<file path="config.mk">
export PLATFORM = sky130hd
export DESIGN_NAME = adder_bist
export DESIGN_NICKNAME = d
export VERILOG_FILES = /design/src/rtl/adder_bist.sv
export SDC_FILE = /design/constraint.sdc
export NUM_CORES = 1
export LEC_CHECK = 0
export CAP_MARGIN = 20
export CORE_AREA = 2 2 258 260
export DETAILED_ROUTE_END_ITERATION = 8
export DIE_AREA = 0 0 260 262
export PLACE_DENSITY = 0.5
export SLEW_MARGIN = 10
export SYNTH_ARGS = -nofsm -noshare
export SYNTH_HDL_FRONTEND = slang
export SYNTH_SLANG_ARGS = --single-unit
</file>
<file path="constraint.sdc">
create_clock -name clk -period 2.2 [get_ports clk]
set_input_delay 0.55 -clock clk [delete_from_list [all_inputs] [get_ports clk]]
set_output_delay 0.55 -clock clk [all_outputs]
set_load 0.01 [all_outputs]
</file>
<file path="src/rtl/adder_bist.sv">
// Built-in self-test for an n-bit combinational adder: an LFSR supplies {cin, b, a},
// a MISR compacts every {cout, s}, and the final signature is compared with golden_sig.
module adder_bist #(
    parameter int           n           = 128,
    parameter int           NUM_VECTORS = 30000,
    parameter int           CW          = 16,
    parameter logic [2*n:0] SEED        = 1,
    parameter int           TAP         = 4
) (
    input  logic          clk,
    input  logic          rst_n,
    input  logic          start,
    input  logic [n:0]    golden_sig,
    output logic [n-1:0]  a,
    output logic [n-1:0]  b,
    output logic          cin,
    input  logic [n-1:0]  s,
    input  logic          cout,
    output logic          busy,
    output logic          done,
    output logic          pass,
    output logic [n:0]    sig,
    output logic [CW-1:0] vec_count
);

    localparam int W = 2 * n + 1;
    localparam int M = n + 1;
    localparam logic [W-1:0]  SEED_EFF = (SEED == '0) ? W'(1) : SEED;
    localparam logic [CW-1:0] LAST     = CW'(NUM_VECTORS - 1);

    typedef enum logic [2:0] {IDLE, LOAD, RUN, CHECK, DONE} state_t;

    state_t        state;
    logic [W-1:0]  r;
    logic [M-1:0]  m;
    logic [CW-1:0] count;

    function automatic logic [W-1:0] lfsr_step(input logic [W-1:0] v);
        return {v[W-2:0], v[W-1] ^ v[TAP]};
    endfunction

    // Feedback polynomial x^M + x + 1: the top bit folds back into bits 0 and 1.
    function automatic logic [M-1:0] misr_step(input logic [M-1:0] v, input logic [M-1:0] d);
        logic [M-1:0] nx;
        nx[0] = v[M-1] ^ d[0];
        nx[1] = v[0] ^ v[M-1] ^ d[1];
        for (int i = 2; i < M; i++) begin
            nx[i] = v[i-1] ^ d[i];
        end
        return nx;
    endfunction

    assign a         = r[n-1:0];
    assign b         = r[2*n-1:n];
    assign cin       = r[2*n];
    assign sig       = m;
    assign vec_count = count;

    always_ff @(posedge clk or negedge rst_n) begin
        if (!rst_n) begin
            state <= IDLE;
            r     <= '0;
            m     <= '0;
            count <= '0;
            busy  <= 1'b0;
            done  <= 1'b0;
            pass  <= 1'b0;
        end else begin
            case (state)
                IDLE: begin
                    if (start) begin
                        state <= LOAD;
                        busy  <= 1'b1;
                    end
                end
                LOAD: begin
                    r     <= SEED_EFF;
                    m     <= '0;
                    count <= '0;
                    pass  <= 1'b0;
                    state <= RUN;
                end
                RUN: begin
                    // The adder is combinational, so its response to r is sampled on this same edge.
                    m     <= misr_step(m, {cout, s});
                    count <= count + CW'(1);
                    r     <= lfsr_step(r);
                    if (count == LAST) begin
                        state <= CHECK;
                    end
                end
                CHECK: begin
                    pass  <= (m == golden_sig);
                    busy  <= 1'b0;
                    done  <= 1'b1;
                    state <= DONE;
                end
                DONE: begin
                    if (start) begin
                        state <= LOAD;
                        busy  <= 1'b1;
                        done  <= 1'b0;
                    end
                end
                default: begin
                    state <= IDLE;
                    busy  <= 1'b0;
                    done  <= 1'b0;
                end
            endcase
        end
    end

endmodule

</file>
Word-level counts from Yosys, hierarchy flattened
Cells that the tools add are included.
- memories kept: 0
- output and inout port bits: 405
- bits in registers: 408
- RAM bits: 0
- bits in latches: 0
- input bits: 261
- ROM bits: 0
- word-level logic and storage cells: 170
- div/mod/pow operators: 0
- bitwise logic cells: 133
- $add $sub $neg: 1
- eq/ne operators: 9
- reductions and logical operators: 9
- order comparisons: 0
- $mul: 0
- shifts and indexed selects: 0
- multiplexer cells: 11
- operators with widths (cell ; number):
    one-hot mux 257 bit (2 select lines) ; 1
    one-hot mux 129 bit (2 select lines) ; 1
    bitwise XOR 1 bit ; 131
    equality test 129 bit ; 1
    one-hot mux 16 bit (2 select lines) ; 1
    adder 16 x 1 -> 16 bit (second input constant) ; 1
    equality test 16 x 15 -> 1 bit (second input constant) ; 1
    one-hot mux 3 bit (4 select lines) ; 1
    equality test 3 x 2 -> 1 bit (second input constant) ; 2
    2-to-1 mux 3 bit ; 2
    AND reduction 2 bit ; 3
    != test 2 bit (second input constant) ; 2
    one-hot mux 1 bit (2 select lines) ; 2
    nonzero test 2 bit ; 2
    OR reduction 2 bit ; 2
    equality test 3 x 1 -> 1 bit (second input constant) ; 1
    equality test 3 bit (second input constant) ; 1
    zero test 3 bit ; 1
    one-hot mux 1 bit (3 select lines) ; 1
    OR reduction 3 bit ; 1
    2-to-1 mux 1 bit ; 2
    != test 2 x 1 -> 1 bit (second input constant) ; 1
    inverter 1 bit ; 2

Longest topological paths before layout
- depth in word-level cells: 4
- gate-level depth with buffers: 9
- gate-level depth less buffers: 6

Least setup slack after synthesis
OpenSTA, ideal clock, no wires.
- path kind: register to register
- start: reg count[0], in the netlist vec_count[0]
- end: reg count[14], in the netlist vec_count[14]
- period minus slack after synthesis: 1689 ps
- path buffers: 1
- required time: 2072 ps
- arrival time: 1561 ps
- cell stages (with the launch flop): 8
- slack: 511 ps
- library setup time: 128 ps
- cell sequence: dfrtp_1 -> ha_1 -> and4_1 -> and3_1 -> clkbuf_1 -> a31oi_1 -> o21ai_0 -> o31ai_1
- cells in the longest elaborated chain, start to end: 2
- ends and longest elaborated chain (item ; line ; text):
    from (decl) ; 36 ; logic [CW-1:0] count;
    from (signal assigned) ; 86 ; count <= count + CW'(1);
    adder 16 x 1 -> 16 bit ; 86 ;
    one-hot mux 16 bit (2 select lines) ; 69 ; case (state)
No other way between the ends.
A chain may end at the register's enable or synchronous reset.

Worst setup path in the final report
- start: reg m[27], in the netlist sig[27]
- end: out sig[27]
- RTL lines (item ; line ; text):
    from (decl) ; 35 ; logic [M-1:0] m;
    from (signal assigned) ; 85 ; m <= misr_step(m, {cout, s});
    to (decl) ; 22 ; output logic [n:0] sig,
No word-level cell between the ends.

==> flow_summary.yaml <==
status:
  run_status: "finished, final reports clean"
sta:
  worst_pin_slew_ns: 0.646
  hold_viol: 0
  max_freq_ghz: 0.464
  setup_ws_ns: 0.0434
  fin_skew_ns: 0.0105
  period_needed_ns: 2.16
  period_share_pct: 98.0
  slew_headroom_pct: 56.8
  worst_hold_slack_ns: 0.493
  rsz0062_at_grt: "false"
  finalSetupViolations: 0
  maxSlewViolCount: 0
yosys:
  syn_avg_cell_area_um2: 12.1
  yosysMostFrequentCell: "dfrtp_1"
  synth-main-ff-cell: "dfrtp_1"
  synth_fp_nets: 1675
  synth_top_area_share_pct: 59.6
  ys_seq_area_share_pct: 59.6
  synth_cell_types: 38
  syn_area_um2: 17100
  synth_edf_count: 0
  ys_warn_count: 0
  synth_commonest_cells: "dfrtp_1 (408), a22o_1 (257), o21ai_0 (151)"
  synthCells: 1413
  ys_seq_elements: 408
  yosysTopAreaCell: "dfrtp_1"
  synth_area_leaders: "dfrtp_1 (60%), a22o_1 (13%), xnor2_1 (7.2%)"
  async_flop_share_pct: 100
critical_path:
  rr_endpoint: "pass"
  critical_path_buf_inv_count: 1
  worstPathMaxFanout: 4
  r2r_slack_ns: 0.08
  cp.arrival_ns: 1.61
  endpoint: "sig[27]"
  critical_path_class: "register to output port"
  cp-start-kind: "register"
  worstSetupEndpointType: "output port"
  critPathTopFamily: "buffers and inverters"
  path_cells: "clkdlybuf4s50_1"
  slowest_delay_ns: 0.58
  ff2ff_path_depth: 5
  rr_startpoint: "sig[94]"
  path_depth: 1
  cpMaxStageDelayCell: "clkdlybuf4s50_1"
  cp-startpoint: "sig[27]"
  cp.required_ns: 1.65
clock_network:
  cts_tree: "yes"
  cts_buffers: 49
  clockBufferDepth: 3
  clk_latency_ns: 0.59
  path_clk_slew_ns: 0.06
  htreeDepth: 2
  clkSinkCount: 408
  cts-root-buf: "clkbuf_16"
detailed_routing:
  vias: 14531
  routed_via_density: 4.79
  wl_per_cell_um: 26.5
  drc_errors: 0
  routed_wl_um: 80300
  ant_nets: 0
  drt-initial-drc-count: 927
  first_pass_iters: 4
power:
  p_per_area_nw_per_um2: 1170
  p_leak_uw: 0.0121
  vdd_ir_drop_max_mv: 1.11
global_routing:
  grt_pass1_vias: 15100
  grt_overflow_total: 0
  grt_pass1_wl_um: 113000
  grt_max_degree: 109
  grt.met3_usage_pct: 7.96
  grtUsageMet2_pct: 39.1
  grt_usage_pct: 22.9
  met1_usage_pct: 26.7
  busiest_layer: "met2"
  antenna_found_initial: 13
worst_hold_path:
  hold_path.class: "register to register"
die:
  die_width_um: 260
  core_um2: 65300
  io_pins: 666
  rows: 94
  start_util_pct: 26.2
  dieArea_um2: 68100
  chipHeight_um: 262
finish:
  num-fill-cells: 6278
  drive_above_1_share_pct: 10.5
  multi_input_area_um2: 6470
  nets: 2381
  areaGrowthSynthToFinish_pct: 57.3
  seqCellArea_um2: 10300
job:
  drv_cap: 0
place:
  detailed_place_hpwl_um: 61000
  portBuffers: 665
  place_ws_ns: -0.601
  gp_congestion: 0.937
## flip-flops by register name, indices dropped and copies added (netlist names)
| register | flops |
|---|---|
| busy | 1 |
| done | 1 |
| vec_count | 16 |
| sig | 129 |
| state | 3 |
| pass | 1 |
| r | 257 |
## cell usage in the layout, fill, tap and decap left out, types with 10 or more instances in the layout
cell type / n
dfrtp_1: 348
a22o_1: 257
nor4_1: 29
xor2_1: 119
clkbuf_16: 49
dlygate4sd2_1: 88
clkbuf_1: 16
nand2_1: 140
o21ai_0: 151
dlymetal6s2s_1: 21
clkdlybuf4s50_1: 555
buf_12: 19
dfrtp_2: 60
xnor2_1: 140
nand3_1: 10
nand4_1: 13
clkbuf_8: 10
buf_4: 64
## routing by layer
layer / up-vias / share of wire (%)
met1: 7332 / 38
met3: 115 / 8.8
met2: 567 / 49
met5: - / 0.12
met4: 16 / 3.5
li1: 6501 / -
## worst min path at each step
| stage | start | endpoint | slack (ns) | cells after the start |
|---|---|---|---|---|
| 5_1_grt | rst_n | sig[92] | 0.51 | 2 |
| 3_3_place_gp | busy | busy | 0.49 | 2 |
| 6_report | busy | busy | 0.49 | 2 |
| 4_1_cts | rst_n | sig[92] | 0.49 | 2 |
| 2_1_floorplan | rst_n | busy | 0.25 | 0 |
| 3_5_place_dp | busy | busy | 0.49 | 2 |
## worst min-delay path: stages, from the launching register on
cell and delay [ns]:
dfrtp_1 0.33, o21ai_0 0.08, nand2_1 0.05
## logic make-up (layout without fill, tap and decap cells)
kind of cell               Yosys count  count (layout)  synth area share [%]
AOI/OAI and AO/OA                  432             432                  18.5
DFF                                408             408                  59.6
xor gates and xnor gates           259             259                  13.2
and+or+nand+nor                    215             215                  5.79
buffers and inverters               98             844                  2.74
adders and majority gates            1               1                0.0731
other                                0               8                     0
## layout make-up
cell class                 count  share of cell area [%]
multi-input combinational    907                    24.0
sequential                   408                    38.2
clock inverter                16                   0.622
inverter                       4                  0.0557
tap                          864                    4.01
timing repair buffer         749                    27.7
clock buffer                  75                    5.29
antenna                        8                  0.0743
## power breakdown
group / switching [uW] / total [uW] / internal, uW / leakage [uW]
sequential: 1960 / 10800 / 8840 / 0.00544
combinational: 7740 / 12700 / 4970 / 0.00586
clock: 3390 / 8000 / 4610 / 0.000776
total: 13100 / 31500 / 18400 / 0.0121
## through the flow
step	TNS, ns	util [%]	cells	instance area (um2)	power (uW)
after floorplan	0	-	1413	17100	16600
after global placement	-0.619	38.6	2916	25200	23700
after detailed placement	-0.601	38.6	2916	25200	23800
after CTS	0	41.1	3022	26800	31900
after global routing	0	41.2	3025	26900	33300
final	0	41.3	3031	26900	31500
## what timing repair did
| action | in CTS | in global routing |
|---|---|---|
| endpoints found under the hold margin | 27 | 0 |
| setup buffers | 14 | 1 |
| resized for setup | 139 | 32 |
| endpoints found under the setup margin | 132 | 33 |
| hold buffers | 1 | 0 |
No activity file was read; power rests on OpenSTA's default activity.
